### src/rtl/seq_pattern_tx.sv
// Serial pattern transmitter: captures a pattern on START and shifts it out MSB-first,
// optionally repeated with one-cycle gaps. Define SEQ_PATTERN_TX_PARITY_EN to append an odd-parity bit per copy.
module seq_pattern_tx #(
  parameter int   PAT_W      = 8,
  parameter int   CNT_W      = 4,
  parameter logic IDLE_LEVEL = 1'b0
) (
  input  logic                         CLK,
  input  logic                         RESET,
  input  logic                         START,
  input  logic [PAT_W-1:0]             PATTERN,
  input  logic [$clog2(PAT_W+1)-1:0]   LEN,
  input  logic [CNT_W-1:0]             REPEAT,
  output logic                         X,
  output logic                         VALID,
  output logic                         BUSY,
  output logic                         DONE
);

  localparam int LW = $clog2(PAT_W+1);
  localparam logic [LW-1:0] PAT_W_L = LW'(PAT_W);

  typedef enum logic [2:0] {
    S_IDLE,
    S_SHIFT,
`ifdef SEQ_PATTERN_TX_PARITY_EN
    S_PAR,
`endif
    S_GAP,
    S_FIN
  } state_t;

  state_t           r_state;
  state_t           w_next;
  logic [PAT_W-1:0] r_pat;
  logic [PAT_W-1:0] r_shift;
  logic [LW-1:0]    r_len;
  logic [LW-1:0]    r_idx;
  logic [CNT_W-1:0] r_rep;
`ifdef SEQ_PATTERN_TX_PARITY_EN
  logic             r_par;
`endif

  logic [LW-1:0]    w_len_eff;
  logic [LW-1:0]    w_shamt;
  logic [PAT_W-1:0] w_aligned;
  logic             w_load;
  logic             w_shift;
  logic             w_eoc;
  logic             w_reload;
  logic             w_x;
  logic             w_vld;
  logic             w_busy;
  logic             w_done;

  logic             r_x_p1;
  logic             r_vld_p1;
  logic             r_busy_p1;
  logic             r_done_p1;

  // Left-align the effective pattern so the first bit to send sits in the MSB.
  assign w_len_eff = (LEN == '0 || LEN > PAT_W_L) ? PAT_W_L : LEN;
  assign w_shamt   = PAT_W_L - w_len_eff;
  assign w_aligned = PATTERN << w_shamt;

  always_ff @(posedge CLK) begin
    if (RESET) r_state <= S_IDLE;
    else       r_state <= w_next;
  end

  always_comb begin
    w_next   = r_state;
    w_x      = IDLE_LEVEL;
    w_vld    = 1'b0;
    w_busy   = 1'b0;
    w_done   = 1'b0;
    w_load   = 1'b0;
    w_shift  = 1'b0;
    w_eoc    = 1'b0;
    w_reload = 1'b0;
    case (r_state)
      S_IDLE: begin
        if (START) begin
          w_load = 1'b1;
          w_next = S_SHIFT;
        end
      end
      S_SHIFT: begin
        w_x     = r_shift[PAT_W-1];
        w_vld   = 1'b1;
        w_busy  = 1'b1;
        w_shift = 1'b1;
        if (r_idx == '0) begin
`ifdef SEQ_PATTERN_TX_PARITY_EN
          w_next = S_PAR;
`else
          w_eoc  = 1'b1;
`endif
        end
      end
`ifdef SEQ_PATTERN_TX_PARITY_EN
      S_PAR: begin
        w_x    = ~r_par;
        w_vld  = 1'b1;
        w_busy = 1'b1;
        w_eoc  = 1'b1;
      end
`endif
      S_GAP: begin
        w_busy = 1'b1;
        w_next = S_SHIFT;
      end
      S_FIN: begin
        w_busy = 1'b1;
        w_done = 1'b1;
        w_next = S_IDLE;
      end
      default: w_next = S_IDLE;
    endcase
    if (w_eoc) begin
      if (r_rep != '0) begin
        w_reload = 1'b1;
        w_next   = S_GAP;
      end else begin
        w_next   = S_FIN;
      end
    end
  end

  // Counters: the index stops at 0 and the copy counter only decrements when nonzero.
  always_ff @(posedge CLK) begin
    if (RESET) begin
      r_idx <= '0;
      r_rep <= '0;
`ifdef SEQ_PATTERN_TX_PARITY_EN
      r_par <= 1'b0;
`endif
    end else if (w_load) begin
      r_idx <= w_len_eff - 1'b1;
      r_rep <= REPEAT;
`ifdef SEQ_PATTERN_TX_PARITY_EN
      r_par <= 1'b0;
`endif
    end else if (w_reload) begin
      r_idx <= r_len - 1'b1;
      r_rep <= r_rep - 1'b1;
`ifdef SEQ_PATTERN_TX_PARITY_EN
      r_par <= 1'b0;
`endif
    end else if (w_shift) begin
      if (r_idx != '0) r_idx <= r_idx - 1'b1;
`ifdef SEQ_PATTERN_TX_PARITY_EN
      r_par <= r_par ^ r_shift[PAT_W-1];
`endif
    end
  end

  always_ff @(posedge CLK) begin
    if (w_load) begin
      r_pat   <= w_aligned;
      r_shift <= w_aligned;
      r_len   <= w_len_eff;
    end else if (w_reload) begin
      r_shift <= r_pat;
    end else if (w_shift) begin
      r_shift <= r_shift << 1;
    end
  end

  // Output stage p1: registered copy of the decoded state outputs.
  always_ff @(posedge CLK) begin
    if (RESET) begin
      r_x_p1    <= IDLE_LEVEL;
      r_vld_p1  <= 1'b0;
      r_busy_p1 <= 1'b0;
      r_done_p1 <= 1'b0;
    end else begin
      r_x_p1    <= w_x;
      r_vld_p1  <= w_vld;
      r_busy_p1 <= w_busy;
      r_done_p1 <= w_done;
    end
  end

  assign X     = r_x_p1;
  assign VALID = r_vld_p1;
  assign BUSY  = r_busy_p1;
  assign DONE  = r_done_p1;

endmodule

### config.mk
export PLATFORM = sky130hd
export DESIGN_NAME = seq_pattern_tx
export DESIGN_NICKNAME = d
export VERILOG_FILES = /design/src/rtl/seq_pattern_tx.sv
export SDC_FILE = /design/constraint.sdc
export NUM_CORES = 1
export LEC_CHECK = 0
export ABC_AREA = 1
export CORE_MARGIN = 10
export CORE_UTILIZATION = 45
export CTS_CLUSTER_SIZE = 10
export DETAILED_ROUTE_END_ITERATION = 10
export GPL_TIMING_DRIVEN = 0
export PLACE_DENSITY_LB_ADDON = 0.08
export SETUP_SLACK_MARGIN = 0.5
export SYNTH_ARGS = -nofsm -noshare
export SYNTH_HDL_FRONTEND = slang
export SYNTH_SLANG_ARGS = --single-unit
### constraint.sdc
create_clock -name CLK -period 2.9 [get_ports CLK]
set_input_delay 0.87 -clock CLK [delete_from_list [all_inputs] [get_ports CLK]]
set_output_delay 0.87 -clock CLK [all_outputs]
set_load 0.01 [all_outputs]
==> impl_metrics.json, run 1 <==
{
  "ir_drop_mv": 0.313,
  "track_usage_pct": 11.3,
  "startpoint": "LEN[1]",
  "grt_overflow_total": 0,
  "rows": 22,
  "critPathArrivalTime_ns": 2.28,
  "synth-xor-area-share_pct": 1.39,
  "hpwlAfterDp_mm": 2.77,
  "power_density_nw_per_um2": 783,
  "core_area_um2": 3770,
  "clock_sinks": 34,
  "finish.instance_area_um2": 2290,
  "worstSetupStartpointType": "input port",
  "n_antenna_cell": 0,
  "synth-compound-area-share_pct": 12.2,
  "clock_latency_ns": 0.28,
  "fmax_mhz": 447,
  "detail_route.wl_per_cell_um": 12.4,
  "placed_cell_area_um2": 2110,
  "avgSynthCellArea_um2": 8.03,
  "period_minus_slack_ns": 2.24,
  "die_h_um": 83.4,
  "setup.worst_path.end": "r_shift[7]$_DFFE_PP_",
  "worst_path_largest_cell_delay_ns": 0.30,
  "tns_ns": 0,
  "synth_top_family_by_area": "simple AND/OR/NAND/NOR gates",
  "worst-path-max-fanout": 5,
  "drc": 0,
  "grt_max_degree": 22,
  "syn_nets": 247,
  "r2r-end": "r_idx[2]$_SDFFE_PP0P_",
  "synthFlopType": "edfxtp_1",
  "drtIter0Drc": 112,
  "cts_buffers": 5,
  "crit_slowest_cell": "ha_4",
  "ys_ff_latch": 34,
  "finalWirelength_mm": 3.85,
  "antenna_found_initial": 0,
  "h-tree-depth": 2,
  "min_path_type": "reg2reg",
  "drv_cap": 0,
  "p_leak_uw": 0.00102,
  "required_ns": 2.94,
  "dr.pass1.iters": 4,
  "r2r_slack_ns": 0.97,
  "start_util_pct": 47.9,
  "avgViaCountPerCell": 4.97,
  "area_growth_pct": 26.7,
  "finish.net_count": 284,
  "r2r_cells": 12,
  "rsz0062_at_grt": "no",
  "ys_types": 33,
  "worst_slew_pin_slew_ns": 0.453,
  "crit_type": "in2reg",
  "async_reset_ff_share_pct": 0,
  "holdWs_ns": 0.463,
  "r2r-start": "r_rep[0]$_SDFFE_PP0P_",
  "die_w_um": 83.4,
  "synthCells": 225,
  "synth-edff-count": 20,
  "clockRootBuffer": "clkbuf_8",
  "clock_skew_ns": 0.00640,
  "io_pins": 23,
  "finalWeightedCongestion": 0.816,
  "netlist_area_um2": 1810,
  "synth_fa_ha_area_share_pct": 2.08,
  "io_buffers": 22,
  "finalHoldViolCount": 0,
  "synthSimpleGateAreaFrac_pct": 25.9,
  "ys_seq_area_share_pct": 48.8,
  "drv_slew": 0,
  "setup_viol": 0,
  "synth_warnings": 0,
  "clock_path_buffers": 2,
  "antenna_left": 0,
  "fin_crit_sh_pct": 77.2,
  "grt_pass1_wl_mm": 6.67,
  "synth_mux_area_share_pct": 0,
  "cp-end-kind": "register",
  "path_cells": "clkdlybuf4s15_1, nor2_2, nand2_2, nand2_2, nand2_4, buf_6, ha_4, clkinv_4, o211ai_1, o211ai_1, nand3_1, nand3_1",
  "drive_above_1_share_pct": 15.6,
  "vias": 1546,
  "hold_buffers": 0,
  "relSlewSlack_pct": 69.8,
  "outcome": "finished clean",
  "clk_pin_slew_ns": 0.07,
  "dieArea_um2": 6950,
  "cts_tree": "done",
  "grt_pass1_vias": 1502
}
cell type report:
cell class	count	area [um^2]
Buffer	4	31.3
Timing Repair inverter	1	5.00
Sequential cell	34	881
Multi-Input combinational cell	147	811
Clock buffer	6	72.6
Clock inverter	2	8.76
Fill cell	338	1480
Tap cell	48	60.1
Inverter	40	155
Timing Repair Buffer	29	265
metal layers:
| metal | GRT usage, % | vias to the layer above | part of all wire, % |
|---|---|---|---|
| li1 | - | 808 | - |
| met1 | 14.3 | 692 | 51 |
| met2 | 16.7 | 39 | 42 |
| met3 | 4.79 | 7 | 5.6 |
| met4 | 4.15 | 0 | 1.4 |
| met5 | 0 | - | 0 |
cell usage in the layout, fill, tap and decap left out, drive strengths merged, types with 10 or more instances in the layout:
cell and n:
a21oi 10, buf 10, clkdlybuf4s50 18, dfxtp 14, edfxtp 20, inv 39
nand2 62, nand3 17, nor2 19, o21ai 13
cells by family (layout without fill, tap and decap cells):
family / count (synthesis) / after routing
AO/OA/AOI/OAI: 38 / 38
buffers and inverters: 44 / 82
AND/OR/NAND/NOR: 104 / 104
XOR/XNOR: 2 / 2
flip-flops: 34 / 34
adder cells (fa/ha/maj): 3 / 3
critical path, delay by kind of cell:
kind | cells | cell delay, ns
simple gates | 6 | 0.50
compound gates | 2 | 0.24
fa+ha+maj | 1 | 0.30
buf+inv | 3 | 0.37
repair_timing:
| item | 4_1_cts | 5_1_grt |
|---|---|---|
| setup endpoints to repair | 17 | 6 |
| pin swaps | 9 | 6 |
| gates resized for setup | 16 | 6 |
| buffers inserted | 7 | 0 |
| cloned | 1 | 0 |
per-stage QoR:
stage	cells	utilization, %	setup slack, ns	total power (uW)
finish	311	60.7	0.661	1790
global route	311	60.7	0.530	1940
CTS	311	60.5	0.569	1800
detailed placement	295	56.0	-0.235	1440
global placement	295	56.0	-0.204	1420
floorplan	225	-	0.515	1260
synthesized netlist by cell type (2+ instances only):
master / count / area (um^2)
a31oi_1: 3 / 18.8
dfxtp_1: 14 / 280
nand3_2: 2 / 20.0
nand3_1: 15 / 75.1
inv_1: 38 / 143
nand3b_1: 2 / 15.0
a21oi_1: 10 / 50.1
o211ai_1: 3 / 22.5
buf_2: 2 / 10.0
nand2_1: 57 / 214
nor2_1: 17 / 63.8
nand2_2: 4 / 25.0
o22ai_1: 5 / 31.3
edfxtp_1: 20 / 601
o21ai_0: 13 / 65.1
ha_1: 3 / 37.5
report_power, final:
part | leakage [uW] | internal [uW] | switching (uW)
Combinational | 0.000670 | 270 | 439
Clock | 0.0000426 | 165 | 166
Sequential | 0.000310 | 698 | 54.2
state kept, by name (all words and copies together), names as in the netlist:
signal and cells:
BUSY 1, DONE 1, VALID 1, X 1
r_idx 4, r_len 4, r_pat 8, r_rep 4
r_shift 8, r_state 2
worst min path at each step:
stage | slack [ns] | end | startpoint | depth (start not counted)
3_3_place_gp | 0.45 | DONE$_SDFF_PP0_ | r_state[1]$_SDFFE_PP0P_ | 2
2_1_floorplan | 0.44 | DONE$_SDFF_PP0_ | r_state[1]$_SDFFE_PP0P_ | 2
3_5_place_dp | 0.45 | DONE$_SDFF_PP0_ | r_state[1]$_SDFFE_PP0P_ | 2
4_1_cts | 0.46 | DONE$_SDFF_PP0_ | r_state[1]$_SDFFE_PP0P_ | 2
5_1_grt | 0.50 | r_rep[1]$_SDFFE_PP0P_ | r_rep[1]$_SDFFE_PP0P_ | 2
6_report | 0.46 | DONE$_SDFF_PP0_ | r_state[1]$_SDFFE_PP0P_ | 2
Power figures use the tool's default switching activity.
==> run 2: changes to the inputs <==
- clock period: 2.9 -> 2.1 ns (I/O delays scaled with it)
==> run 2 against run 1 <==
Against the previous run:
- clock-buffer cell count is 2 higher
- combinational power is 75% higher
- die area stayed put
- cell count increased by 3.5%
- sequential cell count did not move
- final area grew 11%
- first-iteration DRC count decreased by 20%
- sequential power is 39% higher
- power increased by 55%
- register-to-register slack worse by 0.61 ns
- hold slack better by 0.0064 ns
- critical path depth is the same
- largest cell class is now multi-input combinational cells
- largest power group is now combinational logic
==> impl_metrics.json, run 2 (synthesis results as in run 1) <==
{
  "antenna_left": 0,
  "clock_path_buffers": 2,
  "hpwlAfterDp_mm": 2.71,
  "r2r_cells": 12,
  "crit_buf_inv": 3,
  "drv_slew": 0,
  "rsz0062_at_grt": "yes",
  "layout_common_cells": "nand2_1 (45), inv_1 (31), edfxtp_1 (20)",
  "clock_sinks": 34,
  "relSlewSlack_pct": 68.9,
  "clock_skew_ns": 0.00984,
  "n_antenna_cell": 0,
  "dp_slack_ns": -0.701,
  "holdPathStages": 2,
  "io_pins": 23,
  "rows": 22,
  "path_cells": "buf_8, nor2_4, nand2_2, nand2_2, nand2_4, buf_8, ha_4, xnor2_4, buf_6, nand2_1, nand3_1, nand3_1",
  "r2r-end": "r_idx[2]$_SDFFE_PP0P_",
  "dieArea_um2": 6950,
  "grt_pass1_vias": 1530,
  "pwr-share-clk_pct": 17.6,
  "placed_cell_area_um2": 2140,
  "finalWeightedCongestion": 0.851,
  "die_h_um": 83.4,
  "die_w_um": 83.4,
  "p_leak_uw": 0.00112,
  "tns_ns": 0,
  "antenna_found_initial": 0,
  "fmax_mhz": 518,
  "crit_slowest_cell": "xnor2_4",
  "drc": 0,
  "power_density_nw_per_um2": 1090,
  "setup_viol": 0,
  "grt_pass1_wl_mm": 7.02,
  "finish.instance_area_um2": 2540,
  "hold-path-endpoint": "r_rep[1]$_SDFFE_PP0P_",
  "fin_crit_sh_pct": 92.0,
  "track_usage_pct": 11.8,
  "reg_top3": "r_pat: 8 flops, r_shift: 8 flops",
  "clockRootBuffer": "clkbuf_8",
  "grt_overflow_total": 0,
  "dr.pass1.iters": 4,
  "p_sw_uw": 1030,
  "p_int_uw": 1750,
  "fin_cells": 322,
  "worst_slew_pin_slew_ns": 0.466,
  "layout_setup_ws_ns": 0.168,
  "clk_pin_slew_ns": 0.06,
  "finalHoldViolCount": 0,
  "cp-end-kind": "register",
  "outcome": "finished clean",
  "finish.net_count": 295,
  "hold_buffers": 0,
  "core_area_um2": 3770,
  "worstSetupStartpointType": "input port",
  "vias": 1605,
  "r2r_slack_ns": 0.36,
  "drv_cap": 0,
  "clock_latency_ns": 0.29,
  "h-tree-depth": 2,
  "min_path_type": "reg2reg",
  "power_frac_seq_pct": 37.9,
  "worst-path-max-fanout": 6,
  "p_total_uw": 2780,
  "start_util_pct": 47.9,
  "final_common_cell": "nand2_1",
  "area_growth_pct": 40.8,
  "path_delay_family": "simple AND/OR/NAND/NOR gates",
  "avgViaCountPerCell": 4.98,
  "hold_start": "r_rep[1]$_SDFFE_PP0P_",
  "cts_buffers": 5,
  "period_minus_slack_ns": 1.93,
  "critPathArrivalTime_ns": 1.97,
  "drtIter0Drc": 90,
  "switching_share_pct": 36.9,
  "detail_route.wl_per_cell_um": 12.9,
  "required_ns": 2.14,
  "drive_above_1_share_pct": 31.8,
  "ir_drop_mv": 0.715,
  "grt_max_degree": 22,
  "worst_path_largest_cell_delay_ns": 0.28,
  "r2r-start": "r_idx[3]$_SDFFE_PP0P_",
  "finalWirelength_mm": 4.17,
  "comb_power_share_pct": 44.5,
  "post-place-cells": 295,
  "io_buffers": 22,
  "cts_tree": "done",
  "crit_type": "in2reg"
}
[run 2: cell count changes in the layout (fill, tap and decap cells not counted), sizes merged]
| cell | change |
|---|---|
| clkinv | -3 |
| clkdlybuf4s50 | -5 |
| buf | +14 |
| clkinvlp | +1 |
| clkbuf | +1 |
| dlygate4sd2 | +3 |
[run 2: power by group through the flow]
stage / sequential [uW] / combinational, uW / clock (uW)
CTS: 1040 / 1140 / 495
global placement: 1050 / 945 / 0
global route: 1070 / 1380 / 532
floorplan: 1040 / 715 / 0
detailed placement: 1050 / 949 / 0
finish: 1050 / 1240 / 489
[run 2: how the worst max path moves through the flow]
stage	endpoint	depth (start not counted)	startpoint	slack, ns
2_1_floorplan	r_shift[4]$_DFFE_PP_	11	LEN[0]	0.05
3_3_place_gp	r_shift[4]$_DFFE_PP_	12	LEN[0]	-0.69
3_5_place_dp	r_shift[4]$_DFFE_PP_	11	LEN[0]	-0.70
4_1_cts	r_shift[7]$_DFFE_PP_	12	LEN[1]	0.20
5_1_grt	r_shift[7]$_DFFE_PP_	12	LEN[1]	0.08
6_report	r_shift[7]$_DFFE_PP_	12	LEN[1]	0.17
[run 2: final cells by class]
class,instances,area [um^2]
Buffer,4,45.0
Clock buffer,8,90.1
Fill cell,286,1230
Inverter,40,166
Multi-Input combinational cell,147,935
Sequential cell,34,882
Tap cell,48,60.1
Timing Repair Buffer,40,359
Timing Repair inverter,1,6.26
[run 2: routing by layer]
metal | vias up | wire length, um | global-route usage (%) | share of wire, %
li1 | 836 | - | - | -
met1 | 739 | 1850 | 13.5 | 44
met2 | 21 | 2130 | 20.3 | 51
met3 | 9 | 126 | 3.52 | 3.0
met4 | 0 | 57 | 3.85 | 1.4
met5 | - | 0 | 0 | 0
[run 2: worst reg2reg max path: stages (launching register included)]
cell and delay (ns):
dfxtp_2 0.34, nor2_2 0.17, nand2_2 0.08, nor2_4 0.13, nand2_4 0.07, buf_8 0.14
nand3b_1 0.11, nand2_2 0.08, ha_2 0.17, or2_0 0.21, nand3_1 0.07, nand3_1 0.06
inv_1 0.05
[run 2: repair_timing]
| action | 4_1_cts | 5_1_grt |
|---|---|---|
| setup buffers | 15 | 3 |
| setup endpoints to repair | 48 | 20 |
| pin swaps | 17 | 15 |
| cloned | 1 | 0 |
| hold endpoints to repair | 0 | 0 |
| resized for setup | 54 | 24 |
[run 2: stage by stage]
stage	utilization [%]	hold WS (ns)
global placement	56.8	0.453
floorplan	-	0.436
CTS	65.0	0.464
finish	67.5	0.470
detailed placement	56.8	0.457
global route	67.5	0.492
==> patch 1 (config.mk and constraints of run 2) <==
Register the output `VALID` once more, with the module's reset; this adds one clock of latency there. The other outputs are not delayed to match.
--- a/src/rtl/seq_pattern_tx.sv
+++ b/src/rtl/seq_pattern_tx.sv
@@ -183,7 +183,13 @@
   end
 
   assign X     = r_x_p1;
-  assign VALID = r_vld_p1;
+  always_ff @(posedge CLK) begin
+    if (RESET) begin
+      VALID <= '0;
+    end else begin
+      VALID <= r_vld_p1;
+    end
+  end
   assign BUSY  = r_busy_p1;
   assign DONE  = r_done_p1;
 
Check against the original RTL: not equivalent (Yosys sat finds a counterexample within 4 cycles, from zero or initial values and one cycle with RESET high).
==> patch 1 against run 2 <==
Cell area is 3.5% higher. Die area is 2.8% higher. Largest cell class unchanged. Via count is 0.50% higher. Setup slack better by 0.020 ns. Routed wire length is 1.6% higher. Synthesized area is 3.7% higher. Sequential cell count is 1 higher. Global-route usage is 0.25 points higher. Total power is 1.8% higher. Highest routed layer unchanged. Non-clock buffer count is 5 higher. First-iteration DRC count is 44% lower.
==> patch 1: results (changes against run 2) <==
* Multi-input combinational area share at 36.5% (-0.24 points)
* Multi-In Gates at 145 (-1.4%)
* Nets at 297 (+0.68%)
* Switching Share at 37.6% (+0.69 points)
* Compound-Gate Fraction of Synth Area at 13.4% (+1.2 points)
* Adder-cell share of the synthesized area at 2.00% (-0.074 points)
* Post-placement cell count at 294 (-0.34%)
* Setup bufs post-CTS at 19 (+4)
* GRT met3 Usage at 4.54% (+1.0 points)
* Layout cell share with drive strength beyond 1 at 33.7% (+1.9 points)
* Cell count after synthesis at 222 (-1.3%)
* Crit-path max cell delay at 0.23 ns (-0.05 ns)
* Worst Path Arrival at 1.95 ns (-0.02 ns)
* Commonest cells in the netlist: 53 x nand2_1, 35 x inv_1, 20 x edfxtp_1
* Logic inverters at 39 (-4.9%)
* Synth cell types at 38 (+15%)
* Placed Area at 2210 um2 (+3.2%)
* Xor/xnor cell area share of the yosys netlist at 1.34% (-0.049 points)
* Comb power frac at 44.9% (+0.4 points)
* Fillers at 323 (+13%)
* Outcome: finished, final reports clean
* First-pass GRT wire length at 7.09 mm (+1.1%)
* M1 WL at 1.77 mm (-4.3%)
* Clkbuf count at 6 (-2)
* Final GP Congestion at 0.828 (-2.7%)
* Vias at 1613 (+0.50%)
* Peak supply drop at 0.722 mV (+0.99%)
* Total wire length at 4.23 mm (+1.6%)
* 1st-iter DRT viols at 50 (-44%)
* FF/Latch Area at 903 um2 (+2.4%)
* Clock skew at 0.00716 ns (-0.00267 ns)
* Num sequential at 35 (+2.9%)
* Layout area overhead at 40.5%
* Static Leak at 1.17 nW (+4.7%)
* Met2 usage at 21.3% (+1.0 points)
* Place WS at -0.642 ns (+0.0584 ns)
* Number of instances resized during post-cts repair at 53 (-1.9%)
* Metal3 WL at 191 um (+52%)
* Clk tree area frac at 3.23% (-0.31 points)
* Post-Syn Nets at 244 (-1.2%)
* Register area share after synthesis at 48.1% (-0.66 points)
* Non-clk bufs at 49 (+11%)
* HPWL after detailed placement at 2.87 mm (+5.7%)
* Clk. pwr at 0.000470 W (-4%)
* Relative slew slack at 70.1% (+1.1 points)
[patch 1: changes by cell type in the layout (fill, tap and decap cells not counted), moves of 3 or more]
cell / run 2 / this run
buf_8: 3 / 0
nand3_2: 5 / 2
o21ai_1: 1 / 4
nand2_1: 45 / 39
nand2_4: 3 / 7
nor2_1: 10 / 13
o21ai_0: 9 / 5
buf_6: 4 / 11
a21oi_2: 6 / 1
[patch 1: final timing paths]
check / start / depth (start not counted) / slack, ns / end
worst max-delay path: LEN[2] / 12 / 0.19 / r_shift[6]$_DFFE_PP_
worst min-delay path: r_vld_p1$_SDFF_PP0_ / 2 / 0.41 / VALID$_SDFF_PP0_
worst max register to register: r_rep[1]$_SDFFE_PP0P_ / 9 / 0.40 / r_shift[7]$_DFFE_PP_
worst min register to register: r_vld_p1$_SDFF_PP0_ / 2 / 0.41 / VALID$_SDFF_PP0_
==> patch 2 (settings of run 2) <==
Made on the original files. Build with the macro `SEQ_PATTERN_TX_PARITY_EN` defined.
--- a/src/rtl/seq_pattern_tx.sv
+++ b/src/rtl/seq_pattern_tx.sv
@@ -1,5 +1,7 @@
 // Serial pattern transmitter: captures a pattern on START and shifts it out MSB-first,
 // optionally repeated with one-cycle gaps. Define SEQ_PATTERN_TX_PARITY_EN to append an odd-parity bit per copy.
+`define SEQ_PATTERN_TX_PARITY_EN
+
 module seq_pattern_tx #(
   parameter int   PAT_W      = 8,
   parameter int   CNT_W      = 4,
Check against the original RTL: not equivalent (a bounded check fails within 4 cycles, from zero or initial values and one cycle with RESET high).
==> patch 2 against run 2 <==
Clock skew fell by 0.0057 ns. Sequential cell count increased by 2. Die area rose by 10%. Critical path depth up 1. Total power grew 22%. Setup slack improved by 0.067 ns. Synthesized area is 14% higher. Largest cell class unchanged. Synthesized cell count increased by 12%. First-iteration DRC count is 26% lower. Routed wire length up 7.5%. Global-route usage rose by 0.13 points. Via count grew 9.7%. Critical endpoint is now r_shift[0]$_DFFE_PP_. Cell area increased by 9.7%.
==> patch 2: results (changes against run 2) <==
* Outcome: finished, final reports clean
* Commonest cells in the netlist: 66 x nand2_1, 28 x inv_1, 21 x nand3_1
* Biggest regs: r_pat (8), r_shift (8)
* Place WS at -0.707 ns (-0.00593 ns)
* Gr usage total at 11.9% (+0.13 points)
* Reg2Reg Setup Slack at 0.33 ns (-0.03 ns)
* Nets at 322 (+9.2%)
* Fillers at 377 (+32%)
* Switching Power at 0.00129 W (+26%)
* Synth Flop Type: edfxtp_1
* Crit path max fanout at 7 (+1)
* Antenna cells at 0 (unchanged)
* CTS buffer count at 5 (unchanged)
* HPWL after detailed placement at 3.15 mm (+16%)
* Vias in the first global route at 1684 (+10%)
* Final GP Congestion at 0.804 (-5.5%)
* Hold WC Path Type: reg2reg
* M1 GR Usage at 14.5% (+1.0 points)
* Worst skew pair latency at 0.29 ns (about the same)
* First-pass GRT wire length at 7.39 mm (+5.3%)
* Worst Path Arrival at 1.91 ns (-0.06 ns)
* Clock tree root driver cell: clkbuf_8
* Register area share after synthesis at 44.8% (-4.0 points)
* Met2 usage at 19.5% (-0.74 points)
* Average wire per standard cell at 12.7 um (-1.6%)
* Total number of yosys warnings at 0 (unchanged)
* Fin Hold WS at 0.513 ns (+0.0437 ns)
* Relative slew slack at 72.3% (+3.4 points)
* Layout cell share with drive strength beyond 1 at 33.3% (+1.6 points)
* PortBufs at 22 (unchanged)
* FMAX at 536 MHz (+3.6%)
* Synth cell types at 37 (+12%)
* Htree depth at 2 (unchanged)
* Largest net degree at the start of global routing at 22 (unchanged)
* Post-Syn Nets at 275 (+11%)
* Static Leak at 1.22 nW (+8.8%)
* 1st-iter DRT viols at 67 (-26%)
* GRT met3 Usage at 2.32% (-1.2 points)
* Maximum clock path buffer count at 2 (unchanged)
* Clock skew at 0.00413 ns (-0.00571 ns)
* Synth area leaders: edfxtp_1 29%, dfxtp_1 16%, nand2_1 12%, inv_1 5.1%, nand3_1 5.1%
* Vias at 1760 (+9.7%)
* Asr flop ratio synth at 0% (unchanged)
* Cell with the most instances after synthesis: nand2_1
* Initial antenna violation count at 0 (unchanged)
* Peak supply drop at 0.403 mV (-44%)
* Count of flip-flops with a built-in enable after synthesis at 20 (unchanged)
* Clk slew on worst S/H paths at 0.07 ns
[patch 2: cell count changes in the layout (fill, tap and decap cells not counted), moves of 5 or more]
cell	before	now
inv_1	31	23
inv_2	5	11
nand2_2	13	19
o21ai_1	1	7
a21oi_2	6	1
nand2_1	45	50
[patch 2: kinds of logic after synthesis]
family          count (synthesis)  share of synthesized area [%]
compound gates                 39                           11.7
buf+inv                        42                           8.70
simple gates                  127                           30.2
fa+ha+maj                       4                           2.43
flops                          36                           44.8
xor+xnor                        3                           1.64
mux                             1                          0.487
[patch 2: power groups by stage]
stage / Sequential (W) / Clock (W) / Combinational (W)
CTS: 0.00116 / 0.000610 / 0.00137
global route: 0.00121 / 0.000642 / 0.00179
detailed placement: 0.00117 / 0 / 0.00126
finish: 0.00118 / 0.000598 / 0.00161
floorplan: 0.00115 / 0 / 0.000958
global placement: 0.00117 / 0 / 0.00125
[patch 2: final timing paths]
path                                         startpoint                    end  cells after the start
worst max register to register  r_state[0]$_SDFFE_PP0P_  r_idx[2]$_SDFFE_PP0P_                     12
worst min-delay path              r_rep[2]$_SDFFE_PP0N_  r_rep[2]$_SDFFE_PP0N_                      2
worst max-delay path                             LEN[0]   r_shift[0]$_DFFE_PP_                     13
worst min register to register    r_rep[2]$_SDFFE_PP0N_  r_rep[2]$_SDFFE_PP0N_                      2
[patch 2: what timing repair did]
item                                    CTS  global route
resized for setup                        41            35
buffers inserted                          7            11
endpoints found under the setup margin   51            31
hold buffers                              0             0
pin swaps                                17            13
[patch 2: per-stage QoR]
| step | cell area, um2 | instances |
|---|---|---|
| 2_1_floorplan | 2100 | 252 |
| 3_3_place_gp | 2390 | 326 |
| 3_5_place_dp | 2390 | 326 |
| 4_1_cts | 2590 | 341 |
| 5_1_grt | 2790 | 352 |
| 6_report | 2790 | 352 |
[patch 2: area by class of cell]
cell class | instances | area [um2] | share of cell area, %
Buffer | 6 | 48.8 | 1.75
Clock buffer | 6 | 72.6 | 2.60
Sequential cell | 36 | 927 | 33.2
Tap cell | 52 | 65.1 | 2.33
Timing Repair Buffer | 40 | 357 | 12.8
Multi-Input combinational cell | 174 | 1130 | 40.7
Inverter | 36 | 150 | 5.38
Clock inverter | 2 | 35.0 | 1.26
[patch 2: metal layers]
metal / vias up / part of all wire (%)
met3: 7 / 4.6
met2: 35 / 47
met5: - / 0
li1: 932 / -
met4: 0 / 1.9
met1: 786 / 47
[patch 2: critical path, cell delays in order]
cell	delay, ns
buf_8	0.10
nor2_4	0.11
nand2_2	0.06
nand2_2	0.07
nand3_4	0.07
buf_6	0.12
ha_4	0.16
xnor2_4	0.23
inv_2	0.11
nand4_1	0.10
inv_2	0.05
nand2_2	0.06
nand2_2	0.05
